===== src/rtl/memory_stage_pkg.sv =====
// Shared CPU definitions used by the memory stage: data/register widths and
// the request FSM state encoding.
package memory_stage_pkg;

    localparam int DATA_W     = 16;
    localparam int REG_ADDR_W = 4;

    typedef enum logic [1:0] {
        IDLE      = 2'd0,
        DMEM_WAIT = 2'd1,
        BUS_WAIT  = 2'd2
    } mem_state_e;

endpackage


===== src/rtl/memory_stage_req_fsm.sv =====
// Request/timeout FSM for one memory-like port: holds the request until
// ack/valid arrives, or aborts after ACK_TIMEOUT wait cycles.
module mem_req_fsm
    import memory_stage_pkg::*;
#(
    parameter int         ACK_TIMEOUT = 64,
    parameter mem_state_e WAIT_ST     = DMEM_WAIT
) (
    input  logic       clk,
    input  logic       rst_n,
    input  logic       i_op,
    input  logic       i_ack,
    output logic       o_req,
    output logic       o_stall,
    output logic       o_timeout,
    output logic [1:0] o_state
);

    localparam logic [15:0] TIMEOUT_CNT = 16'(ACK_TIMEOUT);

    mem_state_e  r_state;
    mem_state_e  w_state_nxt;
    logic [15:0] r_cnt;
    logic [15:0] w_cnt_nxt;
    logic [15:0] w_cnt_inc;
    logic        w_req;
    logic        w_stall;
    logic        w_timeout;

    assign w_cnt_inc = r_cnt + 16'd1;

    always_ff @(posedge clk or negedge rst_n) begin
        if (!rst_n) begin
            r_state <= IDLE;
            r_cnt   <= 16'd0;
        end else begin
            r_state <= w_state_nxt;
            r_cnt   <= w_cnt_nxt;
        end
    end

    always_comb begin
        w_state_nxt = r_state;
        w_cnt_nxt   = r_cnt;
        w_req       = 1'b0;
        w_stall     = 1'b0;
        w_timeout   = 1'b0;
        if (r_state == IDLE) begin
            if (i_op) begin
                w_req = 1'b1;
                if (!i_ack) begin
                    w_stall     = 1'b1;
                    w_state_nxt = WAIT_ST;
                    w_cnt_nxt   = 16'd0;
                end
            end
        end else begin
            w_cnt_nxt = w_cnt_inc;
            if (!i_op) begin
                w_state_nxt = IDLE;
            end else if (i_ack) begin
                // ack wins over a coincident timeout
                w_req       = 1'b1;
                w_state_nxt = IDLE;
            end else if (w_cnt_inc == TIMEOUT_CNT) begin
                w_timeout   = 1'b1;
                w_state_nxt = IDLE;
            end else begin
                w_req   = 1'b1;
                w_stall = 1'b1;
            end
        end
    end

    // Reset drops the request combinationally, even mid-operation.
    assign o_req     = w_req & rst_n;
    assign o_stall   = w_stall & rst_n;
    assign o_timeout = w_timeout & rst_n;
    assign o_state   = r_state;

endmodule


===== src/rtl/memory_stage.sv =====
// Pipeline memory stage: issues data-memory or NN-bus accesses, stalls the
// upstream pipe while waiting, and produces current and one-cycle-older results.
module memory_stage
    import memory_stage_pkg::*;
#(
    parameter int ACK_TIMEOUT = 64
) (
    input  logic        clk,
    input  logic        rst_n,
    input  logic        ex_regwrite,
    input  logic        ex_memtoreg,
    input  logic        ex_bustoreg,
    input  logic        ex_memread,
    input  logic        ex_memwrite,
    input  logic [15:0] ex_alu_out,
    input  logic [15:0] ex_alu_src2_out,
    input  logic [3:0]  ex_regwraddr,
    output logic        dmem_req,
    output logic        dmem_we,
    output logic [15:0] dmem_addr,
    output logic [15:0] dmem_wdata,
    input  logic        dmem_ack,
    input  logic [15:0] dmem_rdata,
    output logic        bus_rd_req,
    output logic [15:0] bus_addr,
    input  logic        bus_rd_valid,
    input  logic [15:0] bus_rdata,
    output logic        mem_stall,
    output logic        mem_err,
    output logic        mem_regwrite,
    output logic [3:0]  mem_regwraddr,
    output logic [15:0] mem_regwrdata,
    output logic        mem_regwrite_prev,
    output logic [3:0]  mem_regwraddr_prev,
    output logic [15:0] mem_regwrdata_prev,
    output logic [1:0]  dbg_state
);

    logic                  w_mem_op;
    logic                  w_bus_op;
    logic                  w_dmem_stall;
    logic                  w_bus_stall;
    logic                  w_dmem_timeout;
    logic                  w_bus_timeout;
    logic [1:0]            w_dmem_state;
    logic [1:0]            w_bus_state;
    logic                  w_stall;
    logic                  w_timeout;
    logic [DATA_W-1:0]     w_wrdata;

    logic                  r_regwrite;
    logic [REG_ADDR_W-1:0] r_regwraddr;
    logic [DATA_W-1:0]     r_regwrdata;
    logic                  r_regwrite_prev;
    logic [REG_ADDR_W-1:0] r_regwraddr_prev;
    logic [DATA_W-1:0]     r_regwrdata_prev;
    logic                  r_err;

    // Stores and loads share the dmem port; a bus read only runs when neither is set.
    assign w_mem_op = ex_memwrite | ex_memread;
    assign w_bus_op = ex_bustoreg & ~w_mem_op;

    mem_req_fsm #(.ACK_TIMEOUT(ACK_TIMEOUT), .WAIT_ST(DMEM_WAIT)) u_dmem_fsm (
        .clk       (clk),
        .rst_n     (rst_n),
        .i_op      (w_mem_op),
        .i_ack     (dmem_ack),
        .o_req     (dmem_req),
        .o_stall   (w_dmem_stall),
        .o_timeout (w_dmem_timeout),
        .o_state   (w_dmem_state)
    );

    mem_req_fsm #(.ACK_TIMEOUT(ACK_TIMEOUT), .WAIT_ST(BUS_WAIT)) u_bus_fsm (
        .clk       (clk),
        .rst_n     (rst_n),
        .i_op      (w_bus_op),
        .i_ack     (bus_rd_valid),
        .o_req     (bus_rd_req),
        .o_stall   (w_bus_stall),
        .o_timeout (w_bus_timeout),
        .o_state   (w_bus_state)
    );

    assign dmem_we    = ex_memwrite;
    assign dmem_addr  = ex_alu_out;
    assign dmem_wdata = ex_alu_src2_out;
    assign bus_addr   = ex_alu_out;

    assign w_stall   = w_dmem_stall | w_bus_stall;
    assign w_timeout = w_dmem_timeout | w_bus_timeout;

    always_comb begin
        w_wrdata = ex_alu_out;
        if (w_timeout) begin
            w_wrdata = '0;
        end else if (ex_memtoreg) begin
            w_wrdata = dmem_rdata;
        end else if (ex_bustoreg) begin
            w_wrdata = bus_rdata;
        end
    end

    // Any non-stall cycle is a completion (ALU, acked access or timeout).
    always_ff @(posedge clk or negedge rst_n) begin
        if (!rst_n) begin
            r_regwrite       <= 1'b0;
            r_regwraddr      <= '0;
            r_regwrdata      <= '0;
            r_regwrite_prev  <= 1'b0;
            r_regwraddr_prev <= '0;
            r_regwrdata_prev <= '0;
            r_err            <= 1'b0;
        end else begin
            r_regwrite_prev  <= r_regwrite;
            r_regwraddr_prev <= r_regwraddr;
            r_regwrdata_prev <= r_regwrdata;
            if (w_timeout) begin
                r_err <= 1'b1;
            end
            if (w_stall) begin
                r_regwrite <= 1'b0;
            end else begin
                r_regwrite  <= ex_regwrite;
                r_regwraddr <= ex_regwraddr;
                r_regwrdata <= w_wrdata;
            end
        end
    end

    assign mem_stall          = w_stall;
    assign mem_err            = r_err;
    assign mem_regwrite       = r_regwrite;
    assign mem_regwraddr      = r_regwraddr;
    assign mem_regwrdata      = r_regwrdata;
    assign mem_regwrite_prev  = r_regwrite_prev;
    assign mem_regwraddr_prev = r_regwraddr_prev;
    assign mem_regwrdata_prev = r_regwrdata_prev;
    assign dbg_state          = (w_dmem_state != 2'd0) ? w_dmem_state : w_bus_state;

endmodule

===== config.mk =====
export PLATFORM = sky130hd
export DESIGN_NAME = memory_stage
export DESIGN_NICKNAME = d
export VERILOG_FILES = /design/src/rtl/memory_stage_pkg.sv /design/src/rtl/memory_stage_req_fsm.sv /design/src/rtl/memory_stage.sv
export SDC_FILE = /design/constraint.sdc
export NUM_CORES = 1
export LEC_CHECK = 0
export BUFFER_PORTS_ARGS = -buffer_cell sky130_fd_sc_hd__buf_2
export CAP_MARGIN = 20
export CORE_MARGIN = 2
export CORE_UTILIZATION = 53
export DETAILED_ROUTE_END_ITERATION = 6
export PLACE_DENSITY_LB_ADDON = 0.12
export SYNTH_ARGS = -nofsm -noshare
export SYNTH_HDL_FRONTEND = slang
export SYNTH_SLANG_ARGS = --single-unit

===== constraint.sdc =====
create_clock -name clk -period 6.8 [get_ports clk]
set_input_delay 1.02 -clock clk [delete_from_list [all_inputs] [get_ports clk]]
set_output_delay 1.02 -clock clk [all_outputs]
set_load 0.005 [all_outputs]

==> results_dict.tcl, run 1 <==
set metrics [dict create \
    run_status "complete, no violations" \
    grtUsageTotal_pct 21.6 \
    power_density_nw_per_um2 209 \
    cellInternalPower_w 0.000736 \
    mappedNetlistNets 541 \
    use_met3_pct 3.29 \
    router_iterations_before_antenna_repair 4 \
    net_count_reported_at_finish 617 \
    antenna-diode-count 0 \
    slew_headroom_pct 39.6 \
    path_cells "ha_1 -> nand4_1 -> or3_1 -> nor3_1 -> nor2_1 -> o41ai_4 -> nand2_2 -> buf_2" \
    synth_top_cell_area_share_pct 44.6 \
    grt_antenna_before_repair 0 \
    crit_fanout 21 \
    cts.repair.resized 0 \
    place.detailed.hpwl_um 6980 \
    post-route-drc-count 0 \
    post_synth.cell_area_avg_um2 9.38 \
    post_cts_hold_buffer_count 0 \
    wl_per_cell_um 14.9 \
    max_clock_freq_ghz 0.248 \
    min_period_ns 4.03 \
    fillerInstances 684 \
    global_route.peak_usage_layer "met2" \
    synth_top_flop_cell "sky130_fd_sc_hd__dfrtp_1" \
    clock_tree.buffer_depth 2 \
    critPathLaunchType "register" \
    vdd_ir_drop_max_v 0.000122 \
    clkLatencyLatePin_ns 0.35 \
    first_pass_grt_wire_length_um 15000 \
    io-pin-count 174 \
    slew_viol_final 0 \
    cp_data_required_time_ns 5.78 \
    cp_slowest_stage_delay_ns 0.52 \
    timing_worst_slew_pin_value_ns 0.906 \
    die_width_um 94.3 \
    switching_share_pct 27.7 \
    globalRouteMet2Util_pct 35.5 \
    port_buffers 141 \
    via_count_of_the_first_global_routing_pass 3079 \
    syn-cell-area_um2 4320 \
    number_of_synthesized_flops_with_an_enable_pin 0 \
    final-setup-viol-count 0 \
    total_leakage_power_nw 2.29 \
    data_arrival_at_the_endpoint_of_the_critical_path_ns 3.01 \
    area_growth_pct 12.9 \
    type_of_the_worst_setup_path "register to output port" \
    critical_path.endpoint_type "output port" \
    tritoncts "built" \
    final_core_utilization_pct 62.5 \
    post-layout-total-power_w 0.00102 \
    final_cells 643 \
    place_inst 626 \
    fp.dieH_um 94.3 \
    initial_utilization_pct 55.4 \
    via_per_inst 5.45 \
    synth_sequential_area_ratio_pct 44.6 \
    finalHoldWorstSlack_ns 0.378 \
    postSynthCellCount 461 \
    grt_use_met1_pct 29.1 \
    detail-route-antenna-nets 0 \
    final.period_utilization_pct 59.3 \
    htree_num_levels 3 \
    clock_sink_count 77 \
    hold_class "register to register" \
    num_vias 3503 \
    core_area_um2 7810 \
    gpl.final_weighted_congestion 0.811 \
    post_cts_buffers 0 \
    synthesis_warning_total 0 \
    drt-total-wl_um 9560 \
    synth-seq-cells 77 \
    grt.overflow.total 0 \
    grt_max_degree 84 \
    ff2ff_path_depth 8 \
    power.share.clock_pct 33.4 \
    cts_buffers 9 \
    share_of_final_layout_standard_cells_stronger_than_drive_strength_1_pct 31.6 \
    slowest_stage "sky130_fd_sc_hd__dfrtp_1" \
    area_of_the_die_um2 8890 \
    drtIter0Drc 154 \
    synth.area.top_cells "sky130_fd_sc_hd__dfrtp_1 45%, sky130_fd_sc_hd__buf_4 8.5%, sky130_fd_sc_hd__o21ai_0 5.0%" \
    power_frac_seq_pct 52.5 \
    power_switching_w 0.000282 \
    ys_async_sr_fraction_pct 100 \
    power.combinational.fraction_pct 14.1 \
    worst_path_depth 8 \
    bufs_and_invs_on_worst_path 1 \
    rsz_0062_raised_after_global_routing "no" \
    cts-root-buf "sky130_fd_sc_hd__clkbuf_8" \
    std_cell_rows 32 \
    post-synth-top-area-cell "sky130_fd_sc_hd__dfrtp_1" \
    min_path_cells 0 \
    fin_worst_skew_ns 0.0152 \
    synthDistinctLibCells 52 \
    maxCapViolCount 0 \
    finalSetupTns_ns 0 \
    final_hold_viol_count 0 \
    clock_transition_time_at_the_flip_flop_clock_pins_of_the_worst_setup_and_hold_paths_ns 0.08 \
    cpLargestDelayFamily "simple AND/OR/NAND/NOR gates" \
]
path summary, 6_finish.rpt:
path	endpoint	slack (ns)	start
max	mem_stall	2.77	u_bus_fsm.r_cnt[0]$_DFFE_PN0P_
min	mem_regwrite_prev$_DFF_PN0_	0.38	mem_regwrite$_DFF_PN0_
max reg2reg	mem_regwraddr[1]$_DFFE_PN0N_	3.86	u_bus_fsm.r_cnt[0]$_DFFE_PN0P_
min reg2reg	mem_regwrite_prev$_DFF_PN0_	0.38	mem_regwrite$_DFF_PN0_
max in group asynchronous	u_bus_fsm.r_cnt[3]$_DFFE_PN0P_	5.76	rst_n
min in group asynchronous	u_dmem_fsm.r_cnt[3]$_DFFE_PN0P_	0.47	rst_n
routing by layer:
metal,vias to the layer above,routed length [um]
li1,1723,-
met1,1634,4120
met2,130,4760
met3,16,523
met4,0,163
met5,-,0
worst reg2reg max path: cells and delay by family (launching register included):
family,cells,cell delay (ns)
fa+ha+maj,1,0.37
mux,1,0.40
simple gates,5,1.22
flops,1,0.52
compound gates,1,0.32
synth_stat cells (3+ instances only):
cell type / n
sky130_fd_sc_hd__xor2_1: 6
sky130_fd_sc_hd__ha_1: 3
sky130_fd_sc_hd__mux2i_1: 19
sky130_fd_sc_hd__a31oi_1: 3
sky130_fd_sc_hd__xnor2_1: 10
sky130_fd_sc_hd__and2_1: 6
sky130_fd_sc_hd__nor3_1: 6
sky130_fd_sc_hd__o32ai_1: 3
sky130_fd_sc_hd__and3_1: 5
sky130_fd_sc_hd__nand3_1: 16
sky130_fd_sc_hd__clkbuf_1: 20
sky130_fd_sc_hd__buf_2: 6
sky130_fd_sc_hd__o21ai_0: 43
sky130_fd_sc_hd__a21oi_1: 24
sky130_fd_sc_hd__o2bb2ai_1: 17
sky130_fd_sc_hd__nor2_1: 43
sky130_fd_sc_hd__dfrtp_1: 77
sky130_fd_sc_hd__or4_1: 3
sky130_fd_sc_hd__nand4_1: 12
sky130_fd_sc_hd__and4_1: 3
sky130_fd_sc_hd__buf_4: 49
sky130_fd_sc_hd__nand2_1: 47
cell usage in the layout (no fill, tap or decap), types with 2 or more instances in the layout:
master                        n
sky130_fd_sc_hd__a21oi_1     24
sky130_fd_sc_hd__a22o_1       2
sky130_fd_sc_hd__a31oi_1      3
sky130_fd_sc_hd__a32o_1       2
sky130_fd_sc_hd__and2_1       6
sky130_fd_sc_hd__and3_1       5
sky130_fd_sc_hd__and4_1       3
sky130_fd_sc_hd__buf_2      140
sky130_fd_sc_hd__buf_4        2
sky130_fd_sc_hd__clkbuf_8     9
sky130_fd_sc_hd__clkinv_4     2
sky130_fd_sc_hd__dfrtp_1     77
sky130_fd_sc_hd__ha_1         3
sky130_fd_sc_hd__mux2_2       2
sky130_fd_sc_hd__mux2_4       2
sky130_fd_sc_hd__mux2i_1     19
sky130_fd_sc_hd__nand2_1     47
sky130_fd_sc_hd__nand3_1     16
sky130_fd_sc_hd__nand3_2      2
sky130_fd_sc_hd__nand4_1     12
sky130_fd_sc_hd__nor2_1      43
sky130_fd_sc_hd__nor3_1       6
sky130_fd_sc_hd__nor3b_1      2
sky130_fd_sc_hd__o21ai_0     43
sky130_fd_sc_hd__o2bb2ai_1   17
sky130_fd_sc_hd__o31ai_1      2
sky130_fd_sc_hd__o32ai_1      3
sky130_fd_sc_hd__or2_2        2
sky130_fd_sc_hd__or3_1        2
sky130_fd_sc_hd__or4_1        3
sky130_fd_sc_hd__xnor2_1     10
sky130_fd_sc_hd__xor2_1       6
final cells by class:
| cell class | instances | area, um2 | share of cell area, % |
|---|---|---|---|
| repair buffers | 143 | 743 | 15.2 |
| multi-input cells | 304 | 1890 | 38.7 |
| flip-flops and latches | 77 | 1930 | 39.5 |
| inverters | 2 | 7.51 | 0.154 |
| clock inverters | 5 | 61.3 | 1.26 |
| well taps | 102 | 128 | 2.61 |
| clock buffers | 10 | 128 | 2.61 |
cells by family after synthesis:
group,share of synthesized area [%]
xor gates and xnor gates,3.24
muxes,5.61
DFF,44.6
and+or+nand+nor,18.5
adders and majority gates,0.868
buffers and inverters,11.8
AOI/OAI and AO/OA,15.5
stage by stage:
stage	worst slack (ns)	cell area, um2
after floorplan	3.55	4320
after global placement	2.99	4660
after detailed placement	2.98	4660
after CTS	2.73	4850
after global routing	2.49	4880
final	2.77	4880
sequential cells by signal, indices dropped and copies added (netlist names):
register and flops:
mem_err 1, mem_regwraddr 4, mem_regwraddr_prev 4, mem_regwrdata 16
mem_regwrdata_prev 16, mem_regwrite 1, mem_regwrite_prev 1, u_bus_fsm.o_state 1
u_bus_fsm.r_cnt 16, u_dmem_fsm.o_state 1, u_dmem_fsm.r_cnt 16
power by group through the flow:
stage               registers [W]  clock network, W  logic (W)
floorplan                0.000535                 0  0.0000907
detailed placement       0.000544                 0   0.000143
CTS                      0.000536          0.000344   0.000144
global placement         0.000543                 0   0.000142
global route             0.000542          0.000367   0.000161
finish                   0.000535          0.000340   0.000143
Power figures use the tool's default switching activity.
==> run 2, diff against run 1 <==
CORE_UTILIZATION = 44   (was 53)
clock period = 3.3 ns   (was 6.8 ns; I/O delays follow)
==> results_dict.tcl, run 2 (synthesis gave the netlist of run 1 again) <==
set metrics [dict create \
    slew_viol_final 0 \
    die_width_um 103 \
    type_of_the_worst_setup_path "register to output port" \
    initial_utilization_pct 44.8 \
    std_cell_rows 36 \
    finalSetupTns_ns 0 \
    gpl.final_weighted_congestion 0.812 \
    rsz_0062_raised_after_global_routing "no" \
    post_cts_hold_buffer_count 0 \
    drtIter0Drc 105 \
    r2r-start "u_dmem_fsm.r_cnt[3]$_DFFE_PN0P_" \
    vdd_ir_drop_max_v 0.000161 \
    hold_class "primary input to asynchronous set/reset pin" \
    post-route-drc-count 0 \
    r2r-end "mem_regwraddr[0]$_DFFE_PN0N_" \
    post-layout-total-power_w 0.00211 \
    router_iterations_before_antenna_repair 6 \
    num_vias 3483 \
    slew_headroom_pct 35.3 \
    final-setup-viol-count 0 \
    final_hold_viol_count 0 \
    htree_num_levels 3 \
    place.detailed.hpwl_um 7120 \
    global_route.peak_usage_layer "met2" \
    final_design_area_no_fill_um2 4990 \
    grt_antenna_before_repair 0 \
    grtUsageTotal_pct 18.8 \
    core_area_um2 9640 \
    globalRouteMet2Util_pct 29.4 \
    clkLatencyLatePin_ns 0.35 \
    net_count_reported_at_finish 622 \
    layout_commonest_cell "sky130_fd_sc_hd__buf_2" \
    critical_path.endpoint_type "output port" \
    detailed_place.area_um2 4740 \
    timing_worst_slew_pin_value_ns 0.967 \
    via_count_of_the_first_global_routing_pass 3132 \
    max_clock_freq_ghz 0.317 \
    crit_fanout 7 \
    run_status "complete, no violations" \
    maxCapViolCount 0 \
    use_met3_pct 4.47 \
    grt_max_degree 52 \
    min_period_ns 3.15 \
    clock_sink_count 77 \
    share_of_final_layout_standard_cells_stronger_than_drive_strength_1_pct 34.6 \
    worst_setup_path_endpoint "bus_rd_req" \
    fillerInstances 946 \
    fp.dieH_um 103 \
    grt_use_met1_pct 25.1 \
    drt-total-wl_um 9960 \
    critPathLaunchType "register" \
    fin_worst_skew_ns 0.00897 \
    cp_data_required_time_ns 2.80 \
    area_growth_pct 15.5 \
    antenna-diode-count 0 \
    data_arrival_at_the_endpoint_of_the_critical_path_ns 2.66 \
    commonest_non_fill_non_tap_cells_in_the_layout "140 x sky130_fd_sc_hd__buf_2, 74 x sky130_fd_sc_hd__dfrtp_1, 47 x sky130_fd_sc_hd__nand2_1" \
    detail-route-antenna-nets 0 \
    cts_buffers 9 \
    tritoncts "built" \
    final.period_utilization_pct 95.6 \
    clock_transition_time_at_the_flip_flop_clock_pins_of_the_worst_setup_and_hold_paths_ns 0.08 \
    timing.critical_path.from "u_bus_fsm.r_cnt[1]$_DFFE_PN0P_" \
    wl_per_cell_um 14.7 \
    power_density_nw_per_um2 423 \
    port_buffers 141 \
    total_leakage_power_nw 2.32 \
    grt.overflow.total 0 \
    via_per_inst 5.12 \
    io-pin-count 174 \
    ff2ff_path_depth 8 \
    first_pass_grt_wire_length_um 15200 \
    cts-root-buf "sky130_fd_sc_hd__clkbuf_8" \
    rrSetupSlack_ns 0.63 \
    clock_tree.buffer_depth 2 \
    area_of_the_die_um2 10600 \
]
[run 2: cell types whose count changed in the layout (fill, tap and decap cells not counted), moves of 2 or more]
cell                         previous run  this run
sky130_fd_sc_hd__buf_4                  2         7
sky130_fd_sc_hd__dfrtp_1               77        74
sky130_fd_sc_hd__dfrtp_2                0         3
sky130_fd_sc_hd__nor2_1                43        40
sky130_fd_sc_hd__nor2_2                 0         3
sky130_fd_sc_hd__clkinvlp_4             0         2
[run 2: cell type report]
type                       instances  area (um2)  area share, %
tap                              133         166           3.33
clock inverter                     6        63.8           1.28
sequential                        77        1930           38.7
clock buffer                      10         128           2.56
multi-input combinational        304        1930           38.7
inverter                           2        7.51          0.150
timing repair buffer             148         764           15.3
[run 2: layer usage]
metal	share of wire [%]	up-vias
li1	-	1734
met1	45	1613
met2	48	120
met3	5.6	16
met4	1.9	0
met5	0	-
[run 2: worst min-delay path by stage]
stage | startpoint | to | slack (ns) | cells after the start
5_1_grt | rst_n | mem_regwrdata[9]$_DFFE_PN0N_ | 0.08 | 1
2_1_floorplan | rst_n | mem_err$_DFFE_PN0P_ | 0.20 | 0
4_1_cts | rst_n | u_bus_fsm.o_state[1]$_DFFE_PN0P_ | 0.06 | 1
3_5_place_dp | mem_regwrite$_DFF_PN0_ | mem_regwrite_prev$_DFF_PN0_ | 0.37 | 0
3_3_place_gp | mem_regwrite$_DFF_PN0_ | mem_regwrite_prev$_DFF_PN0_ | 0.36 | 0
6_report | rst_n | u_dmem_fsm.r_cnt[10]$_DFFE_PN0P_ | 0.07 | 1
[run 2: critical path, stage by stage, from the launching register on]
cell	delay, ns
sky130_fd_sc_hd__dfrtp_2	0.46
sky130_fd_sc_hd__buf_4	0.17
sky130_fd_sc_hd__nand4_4	0.15
sky130_fd_sc_hd__nor4_4	0.07
sky130_fd_sc_hd__or4_1	0.40
sky130_fd_sc_hd__a32o_1	0.32
sky130_fd_sc_hd__or4_4	0.45
sky130_fd_sc_hd__nor2_2	0.11
sky130_fd_sc_hd__nor3b_2	0.06
sky130_fd_sc_hd__buf_2	0.13
[run 2: timing repair]
item | in CTS | in global routing
gates resized for setup | 5 | 10
endpoints found under the setup margin | 1 | 2
pin swaps | 0 | 1
buffers inserted | 0 | 1
gates cloned | 0 | 0
[run 2: stage by stage]
| step | util [%] | instances | setup slack, ns | hold slack (ns) |
|---|---|---|---|---|
| floorplan | - | 461 | 0.571 | 0.199 |
| detailed placement | 49.2 | 663 | 0.238 | 0.367 |
| global route | 51.8 | 680 | 0.0176 | 0.0766 |
| CTS | 51.4 | 679 | 0.0228 | 0.0564 |
| finish | 51.8 | 680 | 0.145 | 0.0653 |
| global placement | 49.2 | 663 | 0.296 | 0.355 |
[run 2: report_power, final]
part / leakage (nW) / switching [W] / internal, W
combinational: 1.25 / 0.000171 / 0.000157
clock: 0.0923 / 0.000346 / 0.000348
sequential: 0.982 / 0.0000700 / 0.00102
total: 2.32 / 0.000587 / 0.00153
==> run 3, diff against run 2 <==
CORE_ASPECT_RATIO = 2   (was unset)
==> results_dict.tcl, run 3 (synthesis gave the netlist of run 1 again) <==
set metrics [dict create \
    finalHoldWorstSlack_ns 0.242 \
    grtUsageTotal_pct 19.4 \
    final_design_area_no_fill_um2 5090 \
    clock_sink_count 77 \
    clock_transition_time_at_the_flip_flop_clock_pins_of_the_worst_setup_and_hold_paths_ns 0.06 \
    final_hold_viol_count 0 \
    final.period_utilization_pct 97.0 \
    grt_antenna_before_repair 0 \
    wl_per_cell_um 14.6 \
    multiInputGateArea_um2 1900 \
    htree_num_levels 3 \
    type_of_the_worst_setup_path "register to output port" \
    core_area_um2 9640 \
    place.detailed.hpwl_um 7490 \
    final_core_utilization_pct 52.8 \
    clkLatencyLatePin_ns 0.33 \
    preCtsSetupSlack_ns 0.253 \
    initial_utilization_pct 44.9 \
    data_arrival_at_the_endpoint_of_the_critical_path_ns 2.71 \
    commonest_non_fill_non_tap_cells_in_the_layout "140 x sky130_fd_sc_hd__buf_2, 73 x sky130_fd_sc_hd__dfrtp_1, 47 x sky130_fd_sc_hd__nand2_1" \
    net_count_reported_at_finish 625 \
    power_density_nw_per_um2 474 \
    drt-total-wl_um 9970 \
    cp_data_required_time_ns 2.80 \
    fp.dieH_um 144 \
    run_status "complete, no violations" \
    rrSetupSlack_ns 0.63 \
    fillerInstances 876 \
    critical_path.endpoint_type "output port" \
    timing.critical_path.from "u_bus_fsm.r_cnt[0]$_DFFE_PN0P_" \
    final-setup-viol-count 0 \
    total_leakage_power_nw 2.36 \
    area.sequential_um2 1930 \
    first_pass_grt_wire_length_um 15800 \
    ff2ff_path_depth 9 \
    post_cts_hold_buffer_count 0 \
    via_count_of_the_first_global_routing_pass 3268 \
    path_cells "buf_4 -> and4_1 -> nand2_1 -> or3_1 -> a32o_1 -> or4_1 -> nor2_1 -> nor3b_1 -> buf_2" \
    router_iterations_before_antenna_repair 4 \
    slew_viol_final 0 \
    slowest_stage "sky130_fd_sc_hd__or4_1" \
    detail-route-antenna-nets 0 \
    std_cell_rows 51 \
    max_clock_freq_ghz 0.312 \
    cts-root-buf "sky130_fd_sc_hd__clkbuf_16" \
    critPathLaunchType "register" \
    cts_buffers 9 \
    hold_class "primary input to asynchronous set/reset pin" \
    min_period_ns 3.20 \
    tritoncts "built" \
    finalSetupTns_ns 0 \
    r2r-start "u_dmem_fsm.r_cnt[0]$_DFFE_PN0P_" \
    area_of_the_die_um2 10700 \
    slew_headroom_pct 33.9 \
    via_per_inst 5.21 \
    io-pin-count 174 \
    antenna-diode-count 0 \
    share_of_final_layout_standard_cells_stronger_than_drive_strength_1_pct 33.8 \
    drtIter0Drc 188 \
    cp_slowest_stage_delay_ns 0.47 \
    crit_fanout 6 \
    r2r-end "mem_regwraddr[2]$_DFFE_PN0N_" \
    post-route-drc-count 0 \
    layout_commonest_cell "sky130_fd_sc_hd__buf_2" \
    timing_worst_slew_pin_value_ns 0.988 \
    fin_worst_skew_ns 0.00528 \
    area_growth_pct 17.8 \
    num_vias 3551 \
    detailed_place.area_um2 4760 \
    port_buffers 141 \
    gpl.final_weighted_congestion 0.880 \
    grt_max_degree 45 \
    clock_tree.buffer_depth 2 \
    vdd_ir_drop_max_v 0.000260 \
    die_width_um 74.1 \
    maxCapViolCount 0 \
    final_critical_path_setup_slack_ns 0.0977 \
    grt.overflow.total 0 \
]
==> run 3: changes by cell type in the layout (fill, tap and decap cells not counted), sizes merged <==
| cell | change |
|---|---|
| buf | +3 |
| inv | +1 |
| clkinv | -1 |
==> run 3: repair_timing <==
| item | CTS | global route |
|---|---|---|
| gates resized for setup | 4 | 3 |
| setup endpoints to repair | 1 | 1 |
| setup buffers | 0 | 2 |
==> run 3: worst max-delay path, delay by kind of cell (launching register included) <==
kind,cells,cell delay (ns)
AOI/OAI and AO/OA,1,0.26
and+or+nand+nor,6,1.40
DFF,1,0.44
buffers and inverters,2,0.27
==> run 3: worst max path at each step <==
| stage | depth (start not counted) | to | slack (ns) |
|---|---|---|---|
| finish | 9 | bus_rd_req | 0.1 |
| global route | 9 | bus_rd_req | -0.008 |
| CTS | 9 | bus_rd_req | 0.03 |
| detailed placement | 9 | bus_rd_req | 0.25 |
| global placement | 9 | bus_rd_req | 0.30 |
| floorplan | 10 | mem_stall | 0.57 |
==> run 3: routing by layer <==
metal | track usage [%] | wire [um] | vias to the layer above
met4 | 7.66 | 193 | 0
met3 | 4.39 | 669 | 12
met1 | 21.8 | 3760 | 1667
met5 | 0 | 0 | -
li1 | - | - | 1740
met2 | 34.5 | 5350 | 132
==> run 3: per-stage QoR <==
step	total power [W]	std cells
4_1_cts	0.00243	680
5_1_grt	0.00253	682
2_1_floorplan	0.00129	461
6_report	0.00241	682
3_3_place_gp	0.00142	664
3_5_place_dp	0.00143	664
==> run 3: area by class of cell <==
class	count	area share [%]
Timing Repair Buffer	151	15.4
Clock inverter	6	1.40
Inverter	2	0.147
Sequential cell	77	37.9
Tap cell	132	3.24
Multi-Input combinational cell	304	37.4
Clock buffer	10	4.50
==> run 3: report_power, final <==
part           total [W]  internal, W  switching [W]  leakage, nW
Sequential       0.00110      0.00103      0.0000747        0.981
Combinational   0.000323     0.000158       0.000165         1.24
Clock           0.000990     0.000591       0.000399        0.139
